### src/rtl/hazard_ctrl_pkg.sv
`default_nettype none
// ============================================================================
// Module  : hazard_ctrl_pkg
// Brief   : Opcodes, forwarding encodings and FSM states for the pipeline
//           hazard / run controller.
// Rev     : 1.0
// ============================================================================
package hazard_ctrl_pkg;

    localparam logic [5:0] OP_RTYPE = 6'b000000;
    localparam logic [5:0] OP_LW    = 6'b100011;
    localparam logic [5:0] OP_SW    = 6'b101011;

    typedef logic [1:0] fwd_t;
    localparam fwd_t FWD_RF   = 2'b00;
    localparam fwd_t FWD_EALU = 2'b01;
    localparam fwd_t FWD_MALU = 2'b10;
    localparam fwd_t FWD_MDM  = 2'b11;

    typedef logic [1:0] state_t;
    localparam state_t ST_RUN     = 2'd0;
    localparam state_t ST_LDSTALL = 2'd1;
    localparam state_t ST_HALT    = 2'd2;
    localparam state_t ST_STEP    = 2'd3;

    function automatic logic uses_rs(input logic [5:0] op);
        return (op == OP_RTYPE) || (op == OP_LW) || (op == OP_SW);
    endfunction

    function automatic logic uses_rt(input logic [5:0] op);
        return (op == OP_RTYPE) || (op == OP_SW);
    endfunction

endpackage
`default_nettype wire

### src/rtl/hazard_ctrl_if.sv
`default_nettype none
// ============================================================================
// Module  : hazard_ctrl_if
// Brief   : Pipeline-status inputs and control outputs of hazard_ctrl.
// Rev     : 1.0
// ============================================================================
interface hazard_ctrl_if
    import hazard_ctrl_pkg::*;
#(
    parameter int CNT_W = 32
);
    logic [31:0]      instruction;
    logic             ewreg;
    logic             em2reg;
    logic [4:0]       erdrt_output;
    logic             mwreg;
    logic             mm2reg;
    logic [4:0]       mrdrt_output;
    logic             halt_req;
    logic             step_req;
    logic             wpcir;
    logic             bubble;
    fwd_t             fwda;
    fwd_t             fwdb;
    logic             step_ack;
    logic             halted;
    logic [CNT_W-1:0] cycle_cnt;
    logic [CNT_W-1:0] stall_cnt;
    logic [CNT_W-1:0] bubble_cnt;

    modport master (
        output instruction, ewreg, em2reg, erdrt_output,
               mwreg, mm2reg, mrdrt_output, halt_req, step_req,
        input  wpcir, bubble, fwda, fwdb, step_ack, halted,
               cycle_cnt, stall_cnt, bubble_cnt
    );

    modport slave (
        input  instruction, ewreg, em2reg, erdrt_output,
               mwreg, mm2reg, mrdrt_output, halt_req, step_req,
        output wpcir, bubble, fwda, fwdb, step_ack, halted,
               cycle_cnt, stall_cnt, bubble_cnt
    );

endinterface
`default_nettype wire

### src/rtl/hazard_ctrl_fwd_sel.sv
`default_nettype none
// ============================================================================
// Module  : hazard_fwd_sel
// Brief   : Forwarding source select for one ID-stage operand; EXE beats MEM.
// Rev     : 1.0
// ============================================================================
module hazard_fwd_sel
    import hazard_ctrl_pkg::*;
(
    input  wire logic       i_use,
    input  wire logic [4:0] i_src,
    input  wire logic       i_ewreg,
    input  wire logic       i_em2reg,
    input  wire logic [4:0] i_erd,
    input  wire logic       i_mwreg,
    input  wire logic       i_mm2reg,
    input  wire logic [4:0] i_mrd,
    output fwd_t            o_sel
);
    logic w_live;
    logic w_e_hit;
    logic w_m_hit;

    // r0 is hardwired to zero, so a write to it is never a real producer
    assign w_live  = i_use && (i_src != 5'd0);
    assign w_e_hit = w_live && i_ewreg && (i_erd == i_src);
    assign w_m_hit = w_live && i_mwreg && (i_mrd == i_src);

    always_comb begin
        o_sel = FWD_RF;
        if (w_e_hit && !i_em2reg)
            o_sel = FWD_EALU;
        else if (w_m_hit && !i_mm2reg)
            o_sel = FWD_MALU;
        else if (w_m_hit && i_mm2reg)
            o_sel = FWD_MDM;
    end

endmodule
`default_nettype wire

### src/rtl/hazard_ctrl.sv
`default_nettype none
// ============================================================================
// Module  : hazard_ctrl
// Brief   : Load-use stall, forwarding, halt/single-step run control and
//           saturating performance counters for the 5-stage pipeline.
// Rev     : 1.0
// ============================================================================
module hazard_ctrl
    import hazard_ctrl_pkg::*;
#(
    parameter int CNT_W = 32
)(
    input  wire logic   clk,
    input  wire logic   rst,
    hazard_ctrl_if.slave bus
);
    localparam logic [CNT_W-1:0] c_cnt_one = {{(CNT_W-1){1'b0}}, 1'b1};
    localparam logic [CNT_W-1:0] c_cnt_max = {CNT_W{1'b1}};

    logic [5:0]       w_op;
    logic [4:0]       w_rs;
    logic [4:0]       w_rt;
    logic             w_use_rs;
    logic             w_use_rt;
    logic             w_ldh;
    logic             w_wpcir;
    logic             w_bubble;
    logic             w_stall;
    logic             w_step_done;
    logic             w_unused_imm;
    state_t           r_state;
    state_t           w_next;
    logic             r_step_ack;
    logic [CNT_W-1:0] r_cycle_cnt;
    logic [CNT_W-1:0] r_stall_cnt;
    logic [CNT_W-1:0] r_bubble_cnt;

    assign w_op         = bus.instruction[31:26];
    assign w_rs         = bus.instruction[25:21];
    assign w_rt         = bus.instruction[20:16];
    assign w_unused_imm = ^bus.instruction[15:0];
    assign w_use_rs     = uses_rs(w_op);
    assign w_use_rt     = uses_rt(w_op);

    assign w_ldh = bus.ewreg && bus.em2reg && (bus.erdrt_output != 5'd0) &&
                   ((w_use_rs && (bus.erdrt_output == w_rs)) ||
                    (w_use_rt && (bus.erdrt_output == w_rt)));

    hazard_fwd_sel u_fwd_a (
        .i_use    (w_use_rs),
        .i_src    (w_rs),
        .i_ewreg  (bus.ewreg),
        .i_em2reg (bus.em2reg),
        .i_erd    (bus.erdrt_output),
        .i_mwreg  (bus.mwreg),
        .i_mm2reg (bus.mm2reg),
        .i_mrd    (bus.mrdrt_output),
        .o_sel    (bus.fwda)
    );

    hazard_fwd_sel u_fwd_b (
        .i_use    (w_use_rt),
        .i_src    (w_rt),
        .i_ewreg  (bus.ewreg),
        .i_em2reg (bus.em2reg),
        .i_erd    (bus.erdrt_output),
        .i_mwreg  (bus.mwreg),
        .i_mm2reg (bus.mm2reg),
        .i_mrd    (bus.mrdrt_output),
        .o_sel    (bus.fwdb)
    );

    always_ff @(posedge clk) begin
        if (rst)
            r_state <= ST_RUN;
        else
            r_state <= w_next;
    end

    always_comb begin
        w_next = r_state;
        case (r_state)
            ST_RUN: begin
                if (bus.halt_req)   w_next = ST_HALT;
                else if (w_ldh)     w_next = ST_LDSTALL;
            end
            ST_LDSTALL:             w_next = bus.halt_req ? ST_HALT : ST_RUN;
            ST_HALT: begin
                if (!bus.halt_req)  w_next = ST_RUN;
                else if (bus.step_req) w_next = ST_STEP;
            end
            ST_STEP: begin
                if (!w_ldh)         w_next = ST_HALT;
            end
            default:                w_next = ST_RUN;
        endcase
    end

    always_comb begin
        w_wpcir     = 1'b1;
        w_bubble    = 1'b0;
        w_stall     = 1'b0;
        w_step_done = 1'b0;
        case (r_state)
            ST_RUN: begin
                w_wpcir  = !(w_ldh || bus.halt_req);
                w_bubble = w_ldh || bus.halt_req;
                w_stall  = w_ldh;
            end
            ST_LDSTALL: begin
                w_wpcir  = 1'b1;
                w_bubble = 1'b0;
            end
            ST_HALT: begin
                w_wpcir  = 1'b0;
                w_bubble = 1'b1;
            end
            ST_STEP: begin
                w_wpcir     = !w_ldh;
                w_bubble    = w_ldh;
                w_stall     = w_ldh;
                w_step_done = !w_ldh;
            end
            default: begin
                w_wpcir  = 1'b0;
                w_bubble = 1'b1;
            end
        endcase
    end

    always_ff @(posedge clk) begin
        if (rst) begin
            r_step_ack   <= 1'b0;
            r_cycle_cnt  <= '0;
            r_stall_cnt  <= '0;
            r_bubble_cnt <= '0;
        end else begin
            r_step_ack <= w_step_done;
            if (r_cycle_cnt != c_cnt_max)
                r_cycle_cnt <= r_cycle_cnt + c_cnt_one;
            if (w_stall && (r_stall_cnt != c_cnt_max))
                r_stall_cnt <= r_stall_cnt + c_cnt_one;
            if (w_bubble && (r_bubble_cnt != c_cnt_max))
                r_bubble_cnt <= r_bubble_cnt + c_cnt_one;
        end
    end

    assign bus.wpcir      = w_wpcir;
    assign bus.bubble     = w_bubble;
    assign bus.halted     = (r_state == ST_HALT);
    assign bus.step_ack   = r_step_ack;
    assign bus.cycle_cnt  = r_cycle_cnt;
    assign bus.stall_cnt  = r_stall_cnt;
    assign bus.bubble_cnt = r_bubble_cnt;

endmodule
`default_nettype wire

### src/flat_wrapper.sv
// flat-port wrapper written by rule: the top's interface ports become plain ports
module hazard_ctrl_flat import hazard_ctrl_pkg::*;
#(
    parameter int CNT_W = 32
)
  (clk, rst, bus_instruction, bus_ewreg, bus_em2reg, bus_erdrt_output, bus_mwreg, bus_mm2reg, bus_mrdrt_output, bus_halt_req, bus_step_req, bus_wpcir, bus_bubble, bus_fwda, bus_fwdb, bus_step_ack, bus_halted, bus_cycle_cnt, bus_stall_cnt, bus_bubble_cnt);
  hazard_ctrl_if #(.CNT_W(CNT_W)) bus_i ();
  input  wire logic clk;
  input  wire logic rst;
  input wire logic [$bits(bus_i.instruction)-1:0] bus_instruction;
  input wire logic [$bits(bus_i.ewreg)-1:0] bus_ewreg;
  input wire logic [$bits(bus_i.em2reg)-1:0] bus_em2reg;
  input wire logic [$bits(bus_i.erdrt_output)-1:0] bus_erdrt_output;
  input wire logic [$bits(bus_i.mwreg)-1:0] bus_mwreg;
  input wire logic [$bits(bus_i.mm2reg)-1:0] bus_mm2reg;
  input wire logic [$bits(bus_i.mrdrt_output)-1:0] bus_mrdrt_output;
  input wire logic [$bits(bus_i.halt_req)-1:0] bus_halt_req;
  input wire logic [$bits(bus_i.step_req)-1:0] bus_step_req;
  output wire logic [$bits(bus_i.wpcir)-1:0] bus_wpcir;
  output wire logic [$bits(bus_i.bubble)-1:0] bus_bubble;
  output wire logic [$bits(bus_i.fwda)-1:0] bus_fwda;
  output wire logic [$bits(bus_i.fwdb)-1:0] bus_fwdb;
  output wire logic [$bits(bus_i.step_ack)-1:0] bus_step_ack;
  output wire logic [$bits(bus_i.halted)-1:0] bus_halted;
  output wire logic [$bits(bus_i.cycle_cnt)-1:0] bus_cycle_cnt;
  output wire logic [$bits(bus_i.stall_cnt)-1:0] bus_stall_cnt;
  output wire logic [$bits(bus_i.bubble_cnt)-1:0] bus_bubble_cnt;
  assign bus_i.instruction = bus_instruction;
  assign bus_i.ewreg = bus_ewreg;
  assign bus_i.em2reg = bus_em2reg;
  assign bus_i.erdrt_output = bus_erdrt_output;
  assign bus_i.mwreg = bus_mwreg;
  assign bus_i.mm2reg = bus_mm2reg;
  assign bus_i.mrdrt_output = bus_mrdrt_output;
  assign bus_i.halt_req = bus_halt_req;
  assign bus_i.step_req = bus_step_req;
  assign bus_wpcir = bus_i.wpcir;
  assign bus_bubble = bus_i.bubble;
  assign bus_fwda = bus_i.fwda;
  assign bus_fwdb = bus_i.fwdb;
  assign bus_step_ack = bus_i.step_ack;
  assign bus_halted = bus_i.halted;
  assign bus_cycle_cnt = bus_i.cycle_cnt;
  assign bus_stall_cnt = bus_i.stall_cnt;
  assign bus_bubble_cnt = bus_i.bubble_cnt;
  hazard_ctrl #(.CNT_W(CNT_W)) u_core (.clk(clk), .rst(rst), .bus(bus_i));
endmodule
### config.mk
export PLATFORM = sky130hd
export DESIGN_NAME = hazard_ctrl_flat
export DESIGN_NICKNAME = d
export VERILOG_FILES = /design/src/rtl/hazard_ctrl_pkg.sv /design/src/rtl/hazard_ctrl_if.sv /design/src/rtl/hazard_ctrl_fwd_sel.sv /design/src/rtl/hazard_ctrl.sv /design/src/flat_wrapper.sv
export SDC_FILE = /design/constraint.sdc
export NUM_CORES = 1
export LEC_CHECK = 0
export ABC_AREA = 1
export CAP_MARGIN = 0
export CORE_MARGIN = 2
export CORE_UTILIZATION = 41
export DETAILED_ROUTE_END_ITERATION = 12
export GPL_TIMING_DRIVEN = 0
export PLACE_DENSITY_LB_ADDON = 0.05
export SETUP_SLACK_MARGIN = 0.05
export SYNTH_ARGS = -nofsm -noshare
export SYNTH_HDL_FRONTEND = slang
export SYNTH_SLANG_ARGS = --single-unit
### constraint.sdc
create_clock -name clk -period 2.7 [get_ports clk]
set_input_delay 0.27 -clock clk [delete_from_list [all_inputs] [get_ports clk]]
set_output_delay 0.27 -clock clk [all_outputs]
set_load 0.02 [all_outputs]
== After elaboration in Yosys (flattened, before gate mapping) ==
Index checks and enable logic that the tools add are counted.

* Memory bits (writable): 0
* Memory bits (read-only): 0
* Logic and storage cells: 80
* Latch bits: 0
* Output and inout port bits: 104
* Input port bits: 50
* Memories: 0
* Register bits after elaboration: 99

* Reduce and logical (&&, ||, !) cells: 40
* $add $sub $neg: 3
* Div/mod/pow operators: 0
* Eq/ne operators: 15
* Mux-type cells: 16
* Bitwise logic cells: 1
* $mul: 0
* $lt $le $gt $ge: 0
* Shift-type cells: 0

{| class="wikitable"
|+ Operators with widths
! cell !! count
|-
| adder 32 x 1 -> 32 bit (second input constant) || 3
|-
| != test 32 bit (second input constant) || 3
|-
| 2-to-1 mux 2 bit || 12
|-
| logical AND 1 bit || 23
|-
| == test 5 bit || 4
|-
| nonzero test 5 bit || 3
|-
| == test 6 bit (second input constant) || 2
|-
| one-hot mux 1 bit (4 select lines) || 2
|-
| one-hot mux 2 bit (4 select lines) || 1
|-
| zero test 6 bit || 1
|-
| logical OR 1 bit || 5
|-
| == test 2 bit (second input constant) || 2
|-
| zero test 1 bit || 4
|-
| OR reduction 2 bit || 2
|-
| != test 3 x 2 -> 1 bit (second input constant) || 1
|-
| != test 3 bit (second input constant) || 1
|-
| AND reduction 3 bit || 1
|-
| == test 2 x 1 -> 1 bit (second input constant) || 1
|-
| zero test 2 bit || 1
|-
| != test 2 bit (second input constant) || 1
|-
| 2-to-1 mux 1 bit || 1
|-
| inverter 1 bit || 1
|}

== Logic depth before layout (Yosys ltp) ==
* Depth in word-level cells: 10
* Depth in mapped cells: 16
* Gate-level depth less buffers: 16

== By module ==
A second synthesis with hierarchy kept.

* Cell total of the unflattened synthesis: 1,031
* Area, all modules: 6,527.5 µm²

{| class="wikitable"
|+ By module, submodules not included
! module !! times used !! seq. area each (µm²) !! area an instance (µm²) !! cells an instance
|-
| hazard_ctrl || 1 || 1,981.9 || 6,059.6 || 923
|-
| hazard_fwd_sel || 2 || 0.0 || 234.0 || 54
|}

== Worst setup path after synthesis ==
No wires, ideal clock.

* Path type: register to register
* Start point: register u_core.r_bubble_cnt[0] (netlist: u_core.bus.bubble_cnt[0])
* End point: register u_core.r_bubble_cnt[26] (netlist: u_core.bus.bubble_cnt[26])
* Slack: 797 ps
* Setup time: 115 ps
* Required time: 2,585 ps
* Path buffers: 1
* Period minus slack after synthesis: 1,903 ps
* Arrival: 1,788 ps
* Cell stages (with the launch flop): 14
* Path through: dfxtp_1 -> ha_1 -> nand2_1 -> inv_1 -> nand3_2 -> nor2_4 -> nand2_4 -> nor2_8 -> nand4_2 -> buf_6 -> nand3_2 -> nor2_1 -> a21oi_1 -> nor2_1

* Longest elaborated chain between the ends: 2
* Elaborated cells on any way between the ends: 3
* Classes of those cells: add/sub: 1; eq/ne: 1; reduce/logical: 1

{| class="wikitable"
|+ RTL lines
! element !! line !! text
|-
| start, declared || hazard_ctrl.sv:36 || <nowiki>logic [CNT_W-1:0] r_bubble_cnt;</nowiki>
|-
| start signal, assigned || hazard_ctrl.sv:144 || <nowiki>r_bubble_cnt <= r_bubble_cnt + c_cnt_one;</nowiki>
|-
| parallel branches: the longest is 2 deep, another holds adder 32 x 1 -> 32 bit || n/a ||
|}

Parallel ways; which one is timed is not known.
A chain may end at the register's enable or synchronous reset.

== Final worst setup path ==
* Start point: input bus_instruction[25]
* End point: output bus_fwda[1]

* Longest elaborated chain between the ends: 8
* Elaborated cells on any way between the ends: 14
* Classes of those cells: eq/ne: 2; mux: 3; reduce/logical: 9

{| class="wikitable"
|+ RTL lines
! element !! line !! text
|-
| start, declared || flat_wrapper.sv:10 || <nowiki>input wire logic [$bits(bus_i.instruction)-1:0] bus_instruction;</nowiki>
|-
| nonzero test 5 bit || hazard_ctrl_fwd_sel.sv:25 || <nowiki>assign w_live = i_use && (i_src != 5'd0);</nowiki>
|-
| logical AND 1 bit || hazard_ctrl_fwd_sel.sv:25 ||
|-
| logical AND 1 bit (2 in series) || hazard_ctrl_fwd_sel.sv:27 || <nowiki>assign w_m_hit = w_live && i_mwreg && (i_mrd == i_src);</nowiki>
|-
| logical AND 1 bit || hazard_ctrl_fwd_sel.sv:35 || <nowiki>else if (w_m_hit && i_mm2reg)</nowiki>
|-
| 2-to-1 mux 2 bit || hazard_ctrl_fwd_sel.sv:35 ||
|-
| 2-to-1 mux 2 bit || hazard_ctrl_fwd_sel.sv:33 || <nowiki>else if (w_m_hit && !i_mm2reg)</nowiki>
|-
| 2-to-1 mux 2 bit (*) || hazard_ctrl_fwd_sel.sv:31 || <nowiki>if (w_e_hit && !i_em2reg)</nowiki>
|-
| end, declared || flat_wrapper.sv:21 || <nowiki>output wire logic [$bits(bus_i.fwda)-1:0] bus_fwda;</nowiki>
|}

Every way passes the cells marked *; elsewhere a longest branch is shown, timed or not.

==> results by group <==
Critical path
  – Reg2reg start: u_core.bus.stall_cnt[0]
  – Slowest CP cell: clkdlybuf4s50_1
  – Crit end category: output pin
  – Kind of start point of the critical path: input pin
  – Critical Path Start: bus_instruction[25]
  – Crit Path Category: input pin to output pin
  – Top delay family on crit path: buffers and inverters
  – Worst path bufs/invs: 3
  – WP data required: 2.43 ns
  – Crit path DAT: 2.27 ns
  – Worst-path cell chain: clkdlybuf4s50_1 -> or2_2 -> a221oi_1 -> and3_1 -> nand2_1 -> inv_1 -> clkdlybuf4s50_1
  – Cell repeated most along the worst path: clkdlybuf4s50_1
  – Largest stage delay, worst path: 0.59 ns
  – Largest fanout on the critical path: 4

Floorplanning
  – Core ar.: 0.01509 sq mm
  – Rows: 45
  – Die ar.: approximately 0.016 sq mm
  – Starting Density: 41.52%
  – Die height: 127.6 microns
  – Die W: roughly 130 microns
  – Io pins: 154

STA
  – Fmax: 0.3934 GHz
  – Slew Viols, Final: 0
  – Slew of the pin with the lowest slew margin: approximately 0.63 ns
  – Skew final: approximately 0.007 ns
  – Final Cycle Share: 94.15%
  – Hold Fails Final Rpt: 0
  – Final TNS setup: 0 ns
  – Endpoints failing setup: 0
  – Worst slew margin: 57.46%
  – Crit path time final: 2.542 ns
  – RSZ-0062 raised after global routing: false

Layout
  – Commonest non-fill, non-tap cell in the layout: nand2_1
  – Area growth, synth to finish: 30.68%
  – Share of cells above drive strength 1: 7.493%
  – Ant diodes: 0
  – Area of the multi-input gates: 0.003696 sq mm
  – Register area: 0.001982 sq mm
  – Filler Cells Inserted: about 1,600
  – Most frequent cells in the layout: nand2_1 (217), nor2_1 (159), clkdlybuf4s50_1 (132)
  – Net count, final: 1,174
  – Design area: 0.008187 sq mm

Synth
  – Asr flop ratio synth: 0%
  – FF+latch count, synth: 99
  – Synthesized net count: 1,026
  – Post-synthesis cell count: 968
  – Post-synthesis sequential area ratio: between 30% and 40%
  – Synth Area per Inst: 6.472 sq um
  – Yosys cell types: 49
  – Mapped cell area: ~0.0063 sq mm
  – Top FF cell, synth: dfxtp_1
  – Post-synth EDFFs: 0
  – Yosys warning total: 0

Routing
  – Drt pass-1 iters: 4
  – # DRC: 0
  – DR WL met2: just under 8000 microns
  – DR vias: 6,600
  – Routed len/inst: 13.39 microns
  – DR top layer: met4
  – Antenna viol nets, final: 0
  – Met1 WL: roughly 8500 microns
  – WL final: 17,520 microns
  – Met3 Wirelength: 863 microns
  – DR vias/cell: 5.042
  – Initial DRC count: 384

Placed design
  – DP HPWL: 13,560 microns
  – Routability Congestion: 0.9339
  – Dpl cell area: 0.007871 sq mm
  – IO buf count: 137

Outcome
  – Status: finished clean

Pwr
  – Leakage power: approximately 3.5 nW
  – Power density over the cells: 411.1 mW/mm^2
  – Worst ir drop on vdd: approximately 300 uV

Global routing
  – First-pass GRT wire length: 28,570 microns
  – GRT Total Usage: roughly 21%
  – Vias in the first global route: 5,983
  – Congestion Overflow GR: 0
  – Largest net degree at the start of global routing: 17
  – Initial antenna violation count: 0

Clocking
  – CTS Buf Count: 9
  – Post-CTS setup buffers: 0
  – Max H-tree Level: 3
  – Clock slew at reported path FFs: 0.07 ns
  – Clock sinks: 99
  – CTS tree: done
  – Max Buffers Root-to-Sink: 2
  – CTS root buf: clkbuf_16
  – Worst-skew pair later-pin latency: 0.35 ns

Worst hold path
  – HP Start: u_core.bus.stall_cnt[31]
  – Worst hold path type: flop to flop

Run
  – Total of max-cap violations: 0
-- path summary, 6_finish.rpt --
kind | slack (ns) | to | depth (start not counted)
worst min-delay path | 0.48 | u_core.bus.stall_cnt[31] | 2
worst max register to register | 0.61 | u_core.bus.stall_cnt[29] | 12
worst min register to register | 0.48 | u_core.bus.stall_cnt[31] | 2
worst max-delay path | 0.16 | bus_fwda[1] | 7
-- Yosys cell counts (2+ instances only) --
master,count,area [sq um]
nor2_4,3,33.78
dfxtp_1,99,1982
a21oi_1,70,350.3
and3_1,5,31.28
nand3_2,8,80.08
or3_1,2,12.51
inv_1,116,435.4
nand4_1,28,175.2
buf_6,2,22.52
xnor2_1,13,113.9
nor4_2,2,25.02
nor3_1,26,130.1
nand3b_1,3,22.52
nor2_1,159,596.8
nand2_4,3,33.78
or2_2,7,43.79
ha_1,8,100.1
inv_2,10,37.54
o21ai_1,2,10.01
nor2_2,6,37.54
a31oi_1,4,25.02
nand3_1,69,345.3
buf_4,5,37.54
nor4_1,13,81.33
a221oi_1,2,17.52
o21a_1,6,45.04
clkbuf_1,7,26.28
buf_2,3,15.01
o21ai_0,19,95.09
nand2_1,217,814.5
nand3_4,2,35.03
nand2_2,5,31.28
xor2_1,28,245.2
-- timing repair --
| item | in CTS | in global routing |
|---|---|---|
| resized for setup | 1 | 7 |
| endpoints found under the setup margin | 1 | 5 |
| hold buffers | 0 | 0 |
-- cells by family (layout without fill, tap and decap cells) --
logic type	count (synthesis)	after routing	synth area share, %
AOI/OAI and AO/OA	107	107	9.307
buffers and inverters	147	300	9.467
adders and majority gates	8	8	1.598
and+or+nand+nor	566	566	42.26
xor gates and xnor gates	41	41	5.732
DFF	99	99	31.64
-- cell type report --
cell class / count / area share [%]
plain buffers: 18 / 1.284
clock buffers: 10 / 2.919
clock inverters: 6 / 0.7947
inverters: 129 / 5.961
multi-input cells: 722 / 45.15
flip-flops and latches: 99 / 24.21
well taps: 188 / 2.873
repair buffers: 137 / 16.81
-- registers in the layout (all words and copies together), names as in the netlist --
| signal | count |
|---|---|
| u_core.bus.bubble_cnt | 32 |
| u_core.bus.cycle_cnt | 32 |
| u_core.bus.stall_cnt | 32 |
| u_core.r_state | 2 |
| u_core.bus.step_ack | 1 |
-- worst min-delay path, stage by stage, from the launching register on --
cell	delay, ns
dfxtp_1	0.32
nand2_1	0.06
a21oi_1	0.05
-- report_power, final --
part	switching [mW]	internal [mW]	leakage [nW]	total (mW)
combinational	0.309	0.215	2.52	0.524
clock	0.591	0.744	0.148	1.34
sequential	0.0270	1.48	0.799	1.51
-- metal layers --
layer / vias to the layer above / track usage (%)
met2: 148 / 35.17
met4: 0 / 6.076
met5: - / 0
li1: 3424 / -
met3: 18 / 3.769
met1: 3010 / 29.18
-- through the flow --
| stage | hold slack (ns) | cells | utilization (%) | setup slack (ns) | power [mW] |
|---|---|---|---|---|---|
| floorplan | 0.4984 | 968 | - | 0.7970 | 1.871 |
| CTS | 0.4892 | 1309 | 54.17 | 0.09519 | 3.412 |
| detailed placement | 0.4764 | 1293 | 52.16 | -0.1432 | 2.072 |
| global placement | 0.4681 | 1293 | 52.16 | -0.1553 | 2.070 |
| finish | 0.4822 | 1309 | 54.25 | 0.1580 | 3.366 |
| global route | 0.5178 | 1309 | 54.25 | 0.06488 | 3.528 |
(Power assumes the default switching activity.)
